[config.mk]
export PLATFORM = sky130hd
export DESIGN_NAME = bcd_scan_counter_flat
export DESIGN_NICKNAME = d
export VERILOG_FILES = /design/src/rtl/bcd_scan_counter_pkg.sv /design/src/rtl/bcd_scan_counter_if.sv /design/src/rtl/bcd_digit_cell.sv /design/src/rtl/bcd_scan_counter.sv /design/src/flat_wrapper.sv
export SDC_FILE = /design/constraint.sdc
export NUM_CORES = 1
export LEC_CHECK = 0
export BUFFER_PORTS_ARGS = -buffer_cell sky130_fd_sc_hd__buf_2
export CORE_MARGIN = 2
export CORE_UTILIZATION = 57
export DETAILED_ROUTE_END_ITERATION = 16
export GPL_ROUTABILITY_DRIVEN = 1
export MAX_ROUTING_LAYER = met4
export PLACE_DENSITY = 0.93
export SYNTH_ARGS = -nofsm -noshare
export SYNTH_HDL_FRONTEND = slang
export SYNTH_SLANG_ARGS = --single-unit
[constraint.sdc]
create_clock -name clk -period 4.8 [get_ports clk]
set_input_delay 1.2 -clock clk [delete_from_list [all_inputs] [get_ports clk]]
set_output_delay 1.2 -clock clk [all_outputs]
set_load 0.02 [all_outputs]
[src/rtl/bcd_scan_counter_pkg.sv]
// Shared types, segment patterns and the seg7 decoder
// for the multi-digit BCD scan counter.
package bcd_scan_counter_pkg;

  typedef logic [3:0] bcd_t;
  typedef logic [6:0] seg_t;

  localparam int DEFAULT_MAX_COUNT = 10_000_000;

  localparam seg_t SEG_BLANK = 7'b000_0000;

  // {g,f,e,d,c,b,a}, active-high
  localparam seg_t SEG_DIGIT [10] = '{
    7'b011_1111,
    7'b000_0110,
    7'b101_1011,
    7'b100_1111,
    7'b110_0110,
    7'b110_1101,
    7'b111_1101,
    7'b000_0111,
    7'b111_1111,
    7'b110_1111
  };

  function automatic seg_t seg7(bcd_t d);
    if (d > 4'd9) return SEG_BLANK;
    return SEG_DIGIT[d];
  endfunction

endpackage

[src/rtl/bcd_scan_counter_if.sv]
// Control and display bundle of the BCD scan counter.
// master = board/test side, slave = counter.
interface bcd_scan_counter_if #(
  parameter int DIGITS = 4
);
  logic [7:0]          cmp_in;
  logic                run;
  logic                up_down;
  logic                load;
  logic [4*DIGITS-1:0] load_val;
  logic [4*DIGITS-1:0] bcd_out;
  logic                tick;
  logic                wrap;
  logic [6:0]          seg;
  logic [DIGITS-1:0]   digit_sel;
  logic [7:0]          pre_lsb;

  modport master (
    output cmp_in, run, up_down,
    output load, load_val,
    input  bcd_out, tick, wrap,
    input  seg, digit_sel, pre_lsb
  );

  modport slave (
    input  cmp_in, run, up_down,
    input  load, load_val,
    output bcd_out, tick, wrap,
    output seg, digit_sel, pre_lsb
  );
endinterface

[src/rtl/bcd_digit_cell.sv]
// One BCD nibble with load, increment and decrement;
// carry/borrow ripple to the next cell.
module bcd_digit_cell
  import bcd_scan_counter_pkg::*;
(
  input  logic clk,
  input  logic reset,
  input  logic inc,
  input  logic dec,
  input  logic load,
  input  bcd_t d,
  output bcd_t q,
  output logic carry_out,
  output logic borrow_out
);

  bcd_t q_q, q_d;

  always_comb begin
    q_d = q_q;
    if (load) begin
      q_d = (d > 4'd9) ? 4'd0 : d;
    end else if (inc) begin
      q_d = (q_q == 4'd9) ? 4'd0 : q_q + 4'd1;
    end else if (dec) begin
      q_d = (q_q == 4'd0) ? 4'd9 : q_q - 4'd1;
    end
  end

  always_ff @(posedge clk) begin
    if (reset) q_q <= 4'd0;
    else       q_q <= q_d;
  end

  assign q          = q_q;
  assign carry_out  = inc && (q_q == 4'd9);
  assign borrow_out = dec && (q_q == 4'd0);

endmodule

[src/rtl/bcd_scan_counter.sv]
// Prescaled up/down BCD counter with load/pause and a
// time-multiplexed 7-segment digit scan.
module bcd_scan_counter
  import bcd_scan_counter_pkg::*;
#(
  parameter int DIGITS     = 4,
  parameter int PRESCALE_W = 24,
  parameter int MAX_COUNT  = DEFAULT_MAX_COUNT,
  parameter int SCAN_DIV   = 1024
) (
  input  logic clk,
  input  logic reset,
  bcd_scan_counter_if.slave bus
);

  localparam int SCAN_W = $clog2(SCAN_DIV);
  localparam int IDX_W  = (DIGITS > 1) ? $clog2(DIGITS) : 1;

  logic [PRESCALE_W-1:0] cnt_q, cnt_d, cmp_val;
  logic                  tick_q, tick_d;
  logic                  wrap_q, wrap_d;
  logic [SCAN_W-1:0]     scan_q, scan_d;
  logic [DIGITS-1:0]     sel_q, sel_d;
  logic [IDX_W-1:0]      idx_q, idx_d;

  logic                  term;
  logic                  adv;
  logic [DIGITS:0]       cin, bin;
  logic [4*DIGITS-1:0]   bcd;

  always_comb begin
    cmp_val = (bus.cmp_in == 8'd0)
      ? PRESCALE_W'(MAX_COUNT)
      : PRESCALE_W'({bus.cmp_in, 10'b0});
  end

  // >= so lowering cmp_in mid-count fires at once
  assign term = bus.run && (cnt_q >= cmp_val);
  assign adv  = term && !bus.load;

  assign cin[0] = adv && bus.up_down;
  assign bin[0] = adv && !bus.up_down;

  for (genvar i = 0; i < DIGITS; i++) begin : g_dig
    bcd_digit_cell u_cell (
      .clk        (clk),
      .reset      (reset),
      .inc        (cin[i]),
      .dec        (bin[i]),
      .load       (bus.load),
      .d          (bus.load_val[4*i +: 4]),
      .q          (bcd[4*i +: 4]),
      .carry_out  (cin[i+1]),
      .borrow_out (bin[i+1])
    );
  end

  always_comb begin
    cnt_d  = cnt_q;
    tick_d = 1'b0;
    wrap_d = 1'b0;
    if (bus.load) begin
      cnt_d = '0;
    end else if (term) begin
      cnt_d  = '0;
      tick_d = 1'b1;
      wrap_d = cin[DIGITS] | bin[DIGITS];
    end else if (bus.run) begin
      cnt_d = cnt_q + PRESCALE_W'(1);
    end
  end

  always_comb begin
    scan_d = scan_q + SCAN_W'(1);
    sel_d  = sel_q;
    idx_d  = idx_q;
    if (scan_q == SCAN_W'(SCAN_DIV - 1)) begin
      scan_d = '0;
      sel_d  = (sel_q << 1) | (sel_q >> (DIGITS - 1));
      idx_d  = (idx_q == IDX_W'(DIGITS - 1))
        ? '0 : idx_q + IDX_W'(1);
    end
  end

  always_ff @(posedge clk) begin
    if (reset) begin
      cnt_q  <= '0;
      tick_q <= 1'b0;
      wrap_q <= 1'b0;
      scan_q <= '0;
      sel_q  <= DIGITS'(1);
      idx_q  <= '0;
    end else begin
      cnt_q  <= cnt_d;
      tick_q <= tick_d;
      wrap_q <= wrap_d;
      scan_q <= scan_d;
      sel_q  <= sel_d;
      idx_q  <= idx_d;
    end
  end

  assign bus.bcd_out   = bcd;
  assign bus.tick      = tick_q;
  assign bus.wrap      = wrap_q;
  assign bus.digit_sel = sel_q;
  assign bus.pre_lsb   = cnt_q[7:0];
  assign bus.seg       = seg7(bcd[4*idx_q +: 4]);

endmodule
[src/flat_wrapper.sv]
// flat-port wrapper written by rule: the top's interface ports become plain ports
module bcd_scan_counter_flat import bcd_scan_counter_pkg::*;
#(
  parameter int DIGITS     = 4,
  parameter int PRESCALE_W = 24,
  parameter int MAX_COUNT  = DEFAULT_MAX_COUNT,
  parameter int SCAN_DIV   = 1024
)
  (clk, reset, bus_cmp_in, bus_run, bus_up_down, bus_load, bus_load_val, bus_bcd_out, bus_tick, bus_wrap, bus_seg, bus_digit_sel, bus_pre_lsb);
  bcd_scan_counter_if #(.DIGITS(DIGITS)) bus_i ();
  input  logic clk;
  input  logic reset;
  input wire logic [$bits(bus_i.cmp_in)-1:0] bus_cmp_in;
  input wire logic [$bits(bus_i.run)-1:0] bus_run;
  input wire logic [$bits(bus_i.up_down)-1:0] bus_up_down;
  input wire logic [$bits(bus_i.load)-1:0] bus_load;
  input wire logic [$bits(bus_i.load_val)-1:0] bus_load_val;
  output wire logic [$bits(bus_i.bcd_out)-1:0] bus_bcd_out;
  output wire logic [$bits(bus_i.tick)-1:0] bus_tick;
  output wire logic [$bits(bus_i.wrap)-1:0] bus_wrap;
  output wire logic [$bits(bus_i.seg)-1:0] bus_seg;
  output wire logic [$bits(bus_i.digit_sel)-1:0] bus_digit_sel;
  output wire logic [$bits(bus_i.pre_lsb)-1:0] bus_pre_lsb;
  assign bus_i.cmp_in = bus_cmp_in;
  assign bus_i.run = bus_run;
  assign bus_i.up_down = bus_up_down;
  assign bus_i.load = bus_load;
  assign bus_i.load_val = bus_load_val;
  assign bus_bcd_out = bus_i.bcd_out;
  assign bus_tick = bus_i.tick;
  assign bus_wrap = bus_i.wrap;
  assign bus_seg = bus_i.seg;
  assign bus_digit_sel = bus_i.digit_sel;
  assign bus_pre_lsb = bus_i.pre_lsb;
  bcd_scan_counter #(.DIGITS(DIGITS), .PRESCALE_W(PRESCALE_W), .MAX_COUNT(MAX_COUNT), .SCAN_DIV(SCAN_DIV)) u_core (.clk(clk), .reset(reset), .bus(bus_i));
endmodule
==> impl_metrics.toml, run 1 <==
[power_and_ir_drop]
power-per-cell-area_nw_per_um2 = 261.9
intPower_uw = 847.8
p_sw_uw = 322.4
switching_share_pct = 27.55
vdd.ir_drop.worst_mv = 0.1932
p_clk_share_pct = 41.7
power_frac_seq_pct = 44.4
leakagePower_uw = 0.001824
pwr-share-comb_pct = 13.9

[cells_and_area]
drive_gt1_share_pct = 17.24
antenna_cells = 0
layout.nets = 597
multi_input_area_um2 = 2531
utilization_pct = 65.76
final_cell_mix = "nor2_1 (81), buf_2 (65), dfxtp_1 (58), nand2_1 (39), o21ai_0 (31)"
fill_cells = 509
syn2layout_area_growth_pct = 12.23
layout_commonest_cell = "nor2_1"
seqCellArea_um2 = 1161

[min_path]
hold_start = "u_core.scan_q[0]$_SDFF_PP0_"
min_to = "u_core.scan_q[0]$_SDFF_PP0_"
min-delay-path-class = "flop to flop"
hold_depth = 1

[detailed_routing]
route.detailed.drc = 0
viasPerCell = 5.917
firstDrtPassIters = 5
final_antenna_net_count = 0
wl_um = 9514
post_drt_wl_per_cell_um = 14.70
vias = 3828
drt_iter0_markers = 258

[timing]
rsz0062_at_grt = "false"
layout_min_cycle_time_ns = 4.142
post-route-period-util_pct = 86.29
hold_viol_final = 0
fmaxAchievable_mhz = 241.4
slew_violations = 0
worst_pin_slew_ns = 0.7703
setup_viol = 0
setup_tns_ns = 0
final.setup_skew_ns = 0.01074
slew-limit-headroom_pct = 48.59

[synth]
synth_seq_cells = 58
synthAdderAreaFrac_pct = 6.914
muxShareOfSynthArea_pct = 4.777
netlist_area_um2 = 3981
synth_xor_area_share_pct = 8.580
syn_inst = 506
synth_compound_area_share_pct = 17.91
avgSynthCellArea_um2 = 7.868
synth_simple_gate_area_share_pct = 25.39
netlist.area_leader.share_pct = 29.16
synth.net_count = 557
yosys_warnings = 0
synth_top_family_by_area = "simple AND/OR/NAND/NOR gates"
ys_types = 65
yosysSeqAreaShare_pct = 29.16
yosys-top-cells-area = "dfxtp_1 (29%), nor2_1 (7.6%), ha_1 (6.9%)"
async_reset_ff_share_pct = 0
yosys.area.top_type = "dfxtp_1"
synth_flop_cell = "dfxtp_1"
synth_edf_count = 0

[grt]
antenna_found_initial = 0
grt_pass1_wl_um = 15760
grt.total_usage_pct = 26.43
grt_max_degree = 27
overflow = 0
first_global_vias = 3545

[worst_setup_path]
reg2regPathDepth = 8
r2r_slack_ns = 1.99
cp.required_ns = 5.06
endpoint_kind = "flop"
critical_path.reg2reg.startpoint = "u_core.cnt_q[17]$_SDFFE_PP0P_"
worstSetupStartpointType = "primary input"
crit_path_max_fanout = 9
reg2reg_to = "u_core.g_dig[3].u_cell.q[3]$_SDFFE_PP0P_"
critPathArrivalTime_ns = 4.40
path_class = "primary input to flop"

[clock_network]
cts_tree = "yes"
cts_buffers = 9
clockRootBuffer = "clkbuf_8"
cts_buffer_depth = 2
path_clk_slew_ns = 0.07
htree_levels = 3
clkLatencyLatePin_ns = 0.34
hold_buffers = 0
cts_resized = 0
clock-sinks = 58
postCtsSetupBuffers = 0

[placed_design]
hpwl_um = 6726
gp_congestion = 0.9107
portBuffers = 65

[die]
initial_core_util_pct = 58.60
die-area_um2 = 7669
num_io_pins = 66
rows = 30
core_um2 = 6794
die_h_um = 87.58
die_x_um = 87.58

[outcome]
status = "finished, final reports clean"

[flow_run]
cap_violations = 0
[worst max-delay path, cell delays in order]
cell	delay, ns
buf_2	0.10
or4_1	0.51
nor2_1	0.16
inv_1	0.12
ha_1	0.33
a21oi_1	0.14
o21ai_0	0.14
a2111oi_4	0.52
a211oi_4	0.19
or4_1	0.47
a211o_1	0.28
a311oi_1	0.24
[power groups by stage]
stage               clock network, µW  logic [µW]  registers, µW
detailed placement                  0         158            530
floorplan                           0         119            522
global placement                    0         152            529
global route                      516         180            523
CTS                               492         160            519
finish                            488         162            520
[layout make-up]
| class | count | share of cell area (%) |
|---|---|---|
| flip-flops and latches | 58 | 25.99 |
| well taps | 96 | 2.688 |
| multi-input cells | 383 | 56.65 |
| repair buffers | 68 | 7.785 |
| clock inverters | 5 | 1.764 |
| inverters | 26 | 2.184 |
| clock buffers | 11 | 2.940 |
[cells by family (layout without fill, tap and decap cells)]
group                      Yosys count  count (layout)
and+or+nand+nor                    203             203
AOI/OAI and AO/OA                  105             105
buffers and inverters               65             110
DFF                                 58              58
xor gates and xnor gates            39              39
adders and majority gates           22              22
muxes                               14              14
[synth_stat cells, types with 4 or more instances]
cell       n
mux4_2     4
a311oi_1   5
nand3b_1   5
nand4_1    8
a31oi_1    9
inv_1     26
nand2_1   39
a21oi_1   22
xor2_1    21
nor2_1    81
nor4_1     4
xnor2_1   18
buf_4      8
and3_1    12
mux2i_1   10
or4_1      5
nand3_1   16
nor3_1    10
dfxtp_1   58
buf_2      5
clkbuf_1  24
ha_1      22
o21ai_0   31
[how the worst max path moves through the flow]
stage,depth (start not counted),endpoint,slack (ns),startpoint
detailed placement,12,u_core.g_dig[3].u_cell.q[3]$_SDFFE_PP0P_,0.34,bus_cmp_in[5]
global placement,12,u_core.g_dig[3].u_cell.q[3]$_SDFFE_PP0P_,0.43,bus_cmp_in[5]
finish,12,u_core.g_dig[3].u_cell.q[3]$_SDFFE_PP0P_,0.66,bus_cmp_in[5]
global route,12,u_core.g_dig[3].u_cell.q[3]$_SDFFE_PP0P_,0.41,bus_cmp_in[5]
floorplan,11,u_core.g_dig[3].u_cell.q[3]$_SDFFE_PP0P_,0.53,bus_cmp_in[5]
CTS,12,u_core.g_dig[3].u_cell.q[3]$_SDFFE_PP0P_,0.68,bus_cmp_in[5]
[sequential cells by signal, summed over array words and instances, names as in the netlist]
name	cells
u_core.g_dig.u_cell.q	16
u_core.bus.digit_sel	4
u_core.bus.tick	1
u_core.idx_q	2
u_core.cnt_q	24
u_core.bus.wrap	1
u_core.scan_q	10
[through the flow]
stage	setup WS, ns	cells	hold WS (ns)	instance area, µm²	total power, µW
after floorplan	0.5296	506	0.4297	3981	640.6
after global placement	0.4280	631	0.4408	4258	680.6
after detailed placement	0.3371	631	0.4690	4258	688.0
after CTS	0.6848	647	0.4827	4468	1171
after global routing	0.4117	647	0.5191	4468	1219
final	0.6580	647	0.4791	4468	1170
[layer usage]
layer / routed length, µm / track usage, % / vias to the layer above
met5: 0 / - / -
met4: 188 / 11.61 / 0
met3: 646 / 4.147 / 27
met2: 4578 / 42.84 / 159
met1: 4101 / 32.53 / 1771
li1: - / - / 1871
Note: power is estimated with default switching activity, not from simulation.
==> run 2, diff against run 1 <==
--- a/config.mk
+++ b/config.mk
@@ -12,6 +12,7 @@
 export GPL_ROUTABILITY_DRIVEN = 1
 export MAX_ROUTING_LAYER = met4
 export PLACE_DENSITY = 0.93
+export RECOVER_POWER = 100
 export SYNTH_ARGS = -nofsm -noshare
 export SYNTH_HDL_FRONTEND = slang
 export SYNTH_SLANG_ARGS = --single-unit
==> run 2 against run 1 <==
Against the previous run: cell count unchanged; die area unchanged; combinational power fell by 2%; count of clock-buffer cells in the layout is the same; sequential share of layout area grew 0.35 points; first-iteration DRC count increased by 12%; maximum frequency is 2.3% lower; highest routed layer unchanged; power is 0.34% lower; global-route usage unchanged; clock skew is essentially flat; hold slack about the same.
==> impl_metrics.toml, run 2 (synthesis results as in run 1) <==
[clock_network]
cts_tree = "yes"
cts_resized = 0
hold_buffers = 0
clockRootBuffer = "clkbuf_8"
htree_levels = 3
clock-sinks = 58
cts_buffers = 9
clkLatencyLatePin_ns = 0.34
path_clk_slew_ns = 0.07
postCtsSetupBuffers = 0
cts_buffer_depth = 2

[power_and_ir_drop]
leakagePower_uw = 0.001683
pwr-share-comb_pct = 13.6
intPower_uw = 843.4
p_clk_share_pct = 41.8
vdd.ir_drop.worst_mv = 0.1932
p_sw_uw = 322.9
power_frac_seq_pct = 44.6
switching_share_pct = 27.69
power-per-cell-area_nw_per_um2 = 264.5

[worst_setup_path]
endpoint_kind = "flop"
crit_path_max_fanout = 9
worstSetupStartpointType = "primary input"
critPathArrivalTime_ns = 4.48
cp-startpoint = "bus_cmp_in[5]"
cp.required_ns = 5.04
critical_path.reg2reg.startpoint = "u_core.g_dig[1].u_cell.q[0]$_SDFFE_PP0P_"
path_class = "primary input to flop"

[grt]
grt_max_degree = 27
grt_pass1_wl_um = 15760
grt_use_met2_pct = 42.84
grt_use_met3_pct = 4.147
first_global_vias = 3545
overflow = 0
busiest_layer = "met2"
antenna_found_initial = 0
grt.total_usage_pct = 26.43
met1_usage_pct = 32.53

[min_path]
min-delay-path-class = "flop to flop"
hold_start = "u_core.scan_q[0]$_SDFF_PP0_"

[die]
core_um2 = 6794
rows = 30
die_x_um = 87.58
initial_core_util_pct = 58.60
num_io_pins = 66
die_h_um = 87.58
die-area_um2 = 7669

[placed_design]
hpwl_um = 6726
preCtsSetupSlack_ns = 0.3371
portBuffers = 65
gp_congestion = 0.9107

[detailed_routing]
vias = 3873
wl_um = 9524
post_drt_wl_per_cell_um = 14.72
route.detailed.drc = 0
drt_iter0_markers = 288
viasPerCell = 5.986
firstDrtPassIters = 5
final_antenna_net_count = 0

[timing]
slew-limit-headroom_pct = 21.27
hold_viol_final = 0
worst_pin_slew_ns = 1.181
worst_slack_ns = 0.5614
post-route-period-util_pct = 88.31
layout_min_cycle_time_ns = 4.239
rsz0062_at_grt = "false"
setup_viol = 0
slew_violations = 0
fmaxAchievable_mhz = 235.9
setup_tns_ns = 0
final.setup_skew_ns = 0.01048

[cells_and_area]
largest_reg_flops = 24
layout_commonest_cell = "nor2_1"
syn2layout_area_growth_pct = 10.75
final_cell_mix = "nor2_1 (81), dfxtp_1 (58), clkbuf_1 (41), nand2_1 (39), o21ai_0 (32)"
antenna_cells = 0
layout.nets = 597
regMostFlops = "u_core.cnt_q"
drive_gt1_share_pct = 10.16

[outcome]
status = "finished, final reports clean"

[flow_run]
cap_violations = 0
-- run 2: cell type report --
type / instances / area, µm²
clock buffers: 11 / 131.4
clock inverters: 5 / 78.83
fillers: 538 / 2385
inverters: 26 / 97.59
multi-input cells: 383 / 2524
flip-flops and latches: 58 / 1161
well taps: 96 / 120.1
repair buffers: 68 / 296.5
-- run 2: path summary, 6_finish.rpt --
kind / to / slack (ns) / depth (start not counted)
max: u_core.g_dig[3].u_cell.q[3]$_SDFFE_PP0P_ / 0.56 / 12
max reg2reg: u_core.g_dig[3].u_cell.q[3]$_SDFFE_PP0P_ / 1.84 / 7
min reg2reg: u_core.scan_q[0]$_SDFF_PP0_ / 0.48 / 1
min: u_core.scan_q[0]$_SDFF_PP0_ / 0.48 / 1
-- run 2: routing by layer --
metal | vias up | part of all wire [%]
li1 | 1867 | -
met1 | 1780 | 43
met2 | 198 | 48
met3 | 28 | 6.9
met4 | 0 | 2.0
met5 | - | 0
-- run 2: power by group through the flow --
stage	Clock [µW]	Combinational, µW	Sequential [µW]
floorplan	0	119	522
global placement	0	152	529
detailed placement	0	158	530
CTS	492	160	519
global route	516	176	523
finish	488	158	521
-- run 2: per-stage QoR --
| stage | cells | instance area (µm²) | hold WS, ns | utilization (%) | power (µW) |
|---|---|---|---|---|---|
| finish | 647 | 4409 | 0.4789 | 64.90 | 1166 |
| global route | 647 | 4409 | 0.5191 | 64.90 | 1215 |
| CTS | 647 | 4468 | 0.4827 | 65.76 | 1171 |
| detailed placement | 631 | 4258 | 0.4690 | 62.67 | 688.0 |
| global placement | 631 | 4258 | 0.4408 | 62.67 | 680.6 |
| floorplan | 506 | 3981 | 0.4297 | - | 640.6 |
-- run 2: worst max-delay path, stage by stage --
cell and delay [ns]:
buf_2 0.10, or4_1 0.51, nor2_1 0.16, inv_1 0.11, ha_1 0.32, nand4bb_1 0.19
nor4_1 0.31, a22oi_1 0.21, a211oi_2 0.64, nand4_1 0.16, a211o_1 0.32, a311oi_1 0.24
